===== config.mk =====
export PLATFORM = sky130hd
export DESIGN_NAME = bridge_split
export DESIGN_NICKNAME = d
export VERILOG_FILES = /design/src/rtl/bridge_pkg.sv /design/src/rtl/bridge_split.sv
export SDC_FILE = /design/constraint.sdc
export NUM_CORES = 1
export LEC_CHECK = 0
export ABC_AREA = 1
export BUFFER_PORTS_ARGS = -buffer_cell sky130_fd_sc_hd__buf_2
export CAP_MARGIN = 20
export CORE_MARGIN = 10
export CORE_UTILIZATION = 43
export CTS_CLUSTER_DIAMETER = 80
export CTS_CLUSTER_SIZE = 20
export DETAILED_ROUTE_END_ITERATION = 16
export PLACE_DENSITY = 0.68
export SLEW_MARGIN = 20
export SYNTH_ARGS = -nofsm -noshare
export SYNTH_HDL_FRONTEND = slang
export SYNTH_SLANG_ARGS = --single-unit

===== constraint.sdc =====
create_clock -name clock -period 3.5 [get_ports clock]
set_clock_uncertainty 0.05 [all_clocks]
set_input_delay 0.7 -clock clock [delete_from_list [all_inputs] [get_ports clock]]
set_output_delay 0.7 -clock clock [all_outputs]
set_load 0.01 [all_outputs]

===== src/rtl/bridge_pkg.sv =====
// Shared types and helpers for the wide-to-narrow bridge.
package bridge_pkg;

  typedef enum logic [1:0] {
    IDLE = 2'd0,
    LOW  = 2'd1,
    HIGH = 2'd2,
    DONE = 2'd3
  } bridge_state_t;

  // Widest byteenable half the helper accepts; callers zero-extend into it.
  localparam int BE_MAX = 32;

  // True when a byteenable half has no lanes enabled.
  function automatic logic half_be_empty(input logic [BE_MAX-1:0] be);
    return (be == '0);
  endfunction

endpackage


===== src/rtl/bridge_split.sv =====
// Wide-to-narrow memory-mapped bridge: one 2*WIDTHD-bit slave access becomes
// two WIDTHD-bit master accesses, low half first. All d-side outputs and
// s_readdata are registers, so no s_* input reaches a d_* output combinationally.
//
// Handshake (both sides): a request is held stable while waitrequest is high;
// it is accepted in the cycle waitrequest is low, and read data is valid in
// that same cycle. On the s side waitrequest is low for exactly one cycle
// (DONE) per completed access; the master must drop or change its request
// after seeing it low.
module bridge_split
  import bridge_pkg::*;
#(
  parameter int WIDTHA     = 8,
  parameter int WIDTHD     = 16,
  parameter bit SKIP_EMPTY = 1'b1
) (
  input  logic                  clock,
  input  logic                  sreset,
  input  logic [WIDTHA-2:0]     s_address,
  input  logic [WIDTHD/4-1:0]   s_byteenable,
  input  logic [2*WIDTHD-1:0]   s_writedata,
  output logic [2*WIDTHD-1:0]   s_readdata,
  input  logic                  s_read,
  input  logic                  s_write,
  output logic                  s_waitrequest,
  output logic [WIDTHA-1:0]     d_address,
  output logic [WIDTHD/8-1:0]   d_byteenable,
  output logic [WIDTHD-1:0]     d_writedata,
  input  logic [WIDTHD-1:0]     d_readdata,
  output logic                  d_read,
  output logic                  d_write,
  input  logic                  d_waitrequest,
  output bridge_state_t         state_dbg
);

  localparam int HB = WIDTHD / 8;

  bridge_state_t      state;
  logic [WIDTHA-2:0]  addr_q;
  logic [WIDTHD-1:0]  wd_hi_q;
  logic [HB-1:0]      be_hi_q;
  logic               wr_q;
  logic [WIDTHD-1:0]  rd_lo_q;

  logic               req;
  logic [HB-1:0]      in_be_lo;
  logic [HB-1:0]      in_be_hi;
  logic               in_lo_empty;
  logic               in_hi_empty;
  logic               q_hi_empty;

  assign state_dbg = state;

  // Request decode: write wins over read; reads never issue an empty half,
  // and empty write halves are flagged for skipping.
  always_comb begin
    req         = s_read | s_write;
    in_be_lo    = s_byteenable[HB-1:0];
    in_be_hi    = s_byteenable[2*HB-1:HB];
    if (!s_write) begin
      if (in_be_lo == '0) in_be_lo = '1;
      if (in_be_hi == '0) in_be_hi = '1;
    end
    in_lo_empty = SKIP_EMPTY && s_write && half_be_empty(BE_MAX'(s_byteenable[HB-1:0]));
    in_hi_empty = SKIP_EMPTY && s_write && half_be_empty(BE_MAX'(s_byteenable[2*HB-1:HB]));
    q_hi_empty  = SKIP_EMPTY && wr_q && half_be_empty(BE_MAX'(be_hi_q));
  end

  // Bridge FSM with registered d-side outputs, s_waitrequest and read data.
  always_ff @(posedge clock) begin
    if (sreset) begin
      state         <= IDLE;
      s_waitrequest <= 1'b1;
      d_read        <= 1'b0;
      d_write       <= 1'b0;
      d_address     <= '0;
      d_byteenable  <= '0;
      d_writedata   <= '0;
      addr_q        <= '0;
      wd_hi_q       <= '0;
      be_hi_q       <= '0;
      wr_q          <= 1'b0;
      rd_lo_q       <= '0;
      s_readdata    <= '0;
    end else begin
      case (state)
        IDLE: begin
          if (req) begin
            addr_q  <= s_address;
            wd_hi_q <= s_writedata[2*WIDTHD-1:WIDTHD];
            be_hi_q <= in_be_hi;
            wr_q    <= s_write;
            if (in_lo_empty && in_hi_empty) begin
              state         <= DONE;
              s_waitrequest <= 1'b0;
            end else if (in_lo_empty) begin
              // Only a write can skip its low half.
              state        <= HIGH;
              d_address    <= {s_address, 1'b1};
              d_byteenable <= in_be_hi;
              d_writedata  <= s_writedata[2*WIDTHD-1:WIDTHD];
              d_write      <= 1'b1;
              d_read       <= 1'b0;
            end else begin
              state        <= LOW;
              d_address    <= {s_address, 1'b0};
              d_byteenable <= in_be_lo;
              d_writedata  <= s_writedata[WIDTHD-1:0];
              d_write      <= s_write;
              d_read       <= !s_write;
            end
          end
        end
        LOW: begin
          if (!d_waitrequest) begin
            if (!wr_q) rd_lo_q <= d_readdata;
            if (q_hi_empty) begin
              state         <= DONE;
              d_read        <= 1'b0;
              d_write       <= 1'b0;
              s_waitrequest <= 1'b0;
            end else begin
              state        <= HIGH;
              d_address    <= {addr_q, 1'b1};
              d_byteenable <= be_hi_q;
              d_writedata  <= wd_hi_q;
            end
          end
        end
        HIGH: begin
          if (!d_waitrequest) begin
            if (!wr_q) s_readdata <= {d_readdata, rd_lo_q};
            state         <= DONE;
            d_read        <= 1'b0;
            d_write       <= 1'b0;
            s_waitrequest <= 1'b0;
          end
        end
        DONE: begin
          state         <= IDLE;
          s_waitrequest <= 1'b1;
        end
        default: begin
          state         <= IDLE;
          s_waitrequest <= 1'b1;
          d_read        <= 1'b0;
          d_write       <= 1'b0;
        end
      endcase
    end
  end

endmodule


==> results by group <==
Clocking
  – PostCTS Resize Cnt: 0
  – Hold buffer count at cts: 0
  – Clk root buf: clkbuf_8
  – CTS tree: built
  – CTS sink cnt: 105
  – Post-CTS Setup Bufs: 0
  – Skew-Pair Late Insertion Delay: 0.37 ns
  – Clock slew at reported path FFs: 0.09 ns
  – Max H-tree Level: 3
  – CTS buffer count: 9
  – Clock Path Buffers: 2

STA
  – Worst slew margin: roughly a third
  – Max Clk Rate: around 430 MHz
  – Worst-margin pin slew: roughly 1 ns
  – Setup TNS: 0 ns
  – Minimum clock period: roughly 2.3 ns
  – Final hold vios: 0
  – Final Slew Violations: 0
  – Tcrit/Tclk final: about two thirds
  – RSZ-0062 raised after global routing: false
  – Setup-failing EPs final: 0

Worst setup path
  – Slowest-stage cell, CP: nand3_1
  – Critical path class: flop to flop
  – Worst EP arrival: approximately 2.5 ns
  – CP Launch Type: flop
  – CP most frequent cell: nand2_1
  – CP Data Required Time: around 3.7 ns
  – R2r worst-path depth: 9
  – Critical path, cell by cell: inv_1, ha_1, buf_4, inv_2, nand2_1, nand3_1, nand2_1, nand2_1, nor2_1
  – Crit path capture type: flop
  – Crit-path max cell delay: between 0.4 and 0.5 ns
  – CP startpoint: state_dbg[1]$_SDFFE_PP0P_
  – Worst R2R Start: state_dbg[1]$_SDFFE_PP0P_
  – R2R Setup Slk: between 1 and 1.5 ns
  – Worst R2R End: d_writedata[3]$_SDFFE_PP0P_
  – Crit Path Max Fanout: 26

Drt
  – Drt total wl: ~12 mm
  – Antenna Violating Nets Remaining: 0
  – DR vias/cell: 4.846
  – Initial DRC count: 373
  – DR pass1 iterations: 4
  – Wirelength per Cell: about 13 µm
  – Remaining DRCs: 0
  – Via count: 4,303

Finish
  – Share of cells above drive strength 1: between 20% and 30%
  – Layout Nets: 815
  – Commonest non-fill, non-tap cell in the layout: nor2_1
  – N_diodes: 0
  – Commonest cells after routing, fill and taps aside: 174 x nor2_1, 126 x buf_2, 110 x nand2_1
  – Fillers: about 1,000
  – Area Overhead vs Synth: 19.27%
  – Final std cell area, no fill: 5328 µm²
  – Fin util: ~52%

Synthesis
  – Synth Warn #: 0
  – Post-Syn Instances: roughly 640
  – Yosys top cell by area: dfxtp_1
  – Net Count, Synth: about 700
  – Yosys cell types: 21
  – Share of the synthesized area in the top cell type: between 40 and 50%
  – Synthesized flop and latch total: 105
  – Syn avg cell area: 6.947 µm²
  – Ranking of synthesized cells by area: dfxtp_1 47%, nor2_1 15%, o21ai_0 10%
  – Seq/Total Area, Yosys: about 47%
  – Synth Cell Area: roughly 4500 µm²

Global routing
  – Gr usage total: 16.10%
  – Largest net degree at the start of global routing: 67
  – First-pass GRT wire length: 19.91 mm
  – Vias in the first global route: 4,205
  – Initial antenna violation count: 0
  – Remaining Overflow, GRT: 0

Floorplanning
  – Die area: 14,860 µm²
  – Core Area: around 10,000 µm²
  – Die Y-Extent: ~120 µm
  – IO Pins: roughly 130
  – Die width: 121.9 µm
  – Row cnt: 37
  – Initial core utilization: between 40% and 50%

Pwr
  – Switching Fraction: 41.97%
  – Maximum VDD drop: between 0.3 and 0.4 mV
  – Pwr Total: roughly 4400 µW
  – P_leak: 0.002599 µW
  – Power per cell area: 824.5 nW/µm²
  – Sequential power share: between 30% and 40%
  – Power share of the clock group: between 15 and 20%
  – Sw Pwr: ~1800 µW
  – Comb power frac: a little over two fifths
  – Power Internal: 2549 µW

Min path
  – Hold Path Sink: wd_hi_q[1]$_SDFFE_PP0P_
  – HP Start: wd_hi_q[1]$_SDFFE_PP0P_
  – Min-delay worst type: flop to flop
  – Worst hold path depth: 2

Job
  – Max-cap violation count: 0

Outcome
  – Run status: finished, final reports clean

Placed design
  – Dpl cell area: around 5100 µm²
  – RePlAce Congestion: 0.8663
  – I/O Buffers: between 100 and 150
  – HPWL after DPL: 8.603 mm
-- metal layers --
| layer | wire, µm | vias to the layer above | GRT usage [%] | part of all wire [%] |
|---|---|---|---|---|
| met5 | 0 | - | 0 | 0 |
| met4 | 215 | 0 | 7.154 | 1.8 |
| met3 | 919 | 19 | 4.764 | 7.7 |
| met2 | 5362 | 140 | 25.47 | 45 |
| met1 | 5477 | 1908 | 19.83 | 46 |
| li1 | - | 2236 | - | - |
-- cell type report --
class | instances | area [µm²] | area share [%]
clock buffer | 12 | 155.1 | 2.912
clock inverter | 4 | 33.78 | 0.6341
inverter | 44 | 165.2 | 3.100
multi-input combinational | 455 | 2013 | 37.79
sequential | 105 | 2102 | 39.46
tap | 136 | 170.2 | 3.194
timing repair buffer | 132 | 688.2 | 12.92
-- critical path: cells and delay by family (launching register included) --
kind	cells	cell delay [ns]
flip-flops	1	0.40
adder cells (fa/ha/maj)	1	0.18
AND/OR/NAND/NOR	5	0.85
buffers and inverters	3	0.70
-- kinds of logic after synthesis --
kind of cell    count (synthesis)  synth area share (%)
buf+inv                        83                 7.927
fa+ha+maj                       4                 1.120
flops                         105                 47.06
mux                             7                 1.569
simple gates                  327                 29.10
compound gates                117                 13.22
-- stage by stage --
step / cells / hold WS [ns] / worst slack, ns
after floorplan: 643 / 0.3745 / 1.776
after global placement: 872 / 0.3855 / 1.032
after detailed placement: 872 / 0.3934 / 0.9477
after CTS: 888 / 0.4073 / 1.235
after global routing: 888 / 0.4259 / 1.013
final: 888 / 0.4037 / 1.195
-- power by group through the flow --
stage / Sequential, µW / Combinational [µW] / Clock (µW)
after floorplan: 1840 / 1350 / 0
after global placement: 1750 / 1910 / 0
after detailed placement: 1770 / 1940 / 0
after CTS: 1740 / 1950 / 745
after global routing: 1780 / 2250 / 786
final: 1740 / 1930 / 722
-- registers in the layout, indices dropped and copies added, names as in the netlist --
register / cells
addr_q: 7
d_byteenable: 2
be_hi_q: 2
wr_q: 1
d_read: 1
s_readdata: 32
d_write: 1
state_dbg: 2
d_writedata: 16
s_waitrequest: 1
d_address: 8
rd_lo_q: 16
wd_hi_q: 16
-- synth_stat cells (all sizes together) --
cell type    n
nor2       175
nand2      111
dfxtp      105
o21ai       90
inv         43
nand3       33
a21oi       26
buf         20
clkbuf      19
mux2i        7
nand3b       7
ha           4
a31oi        1
clkinv       1
nand4        1
-- worst max path at each step --
stage,depth (start not counted),endpoint,slack [ns]
after floorplan,10,d_writedata[10]$_SDFFE_PP0P_,1.78
after global placement,7,d_writedata[1]$_SDFFE_PP0P_,1.03
after detailed placement,7,d_writedata[3]$_SDFFE_PP0P_,0.95
after CTS,9,d_writedata[3]$_SDFFE_PP0P_,1.24
after global routing,9,d_writedata[6]$_SDFFE_PP0P_,1.01
final,9,d_writedata[3]$_SDFFE_PP0P_,1.19
(Power assumes the default switching activity.)
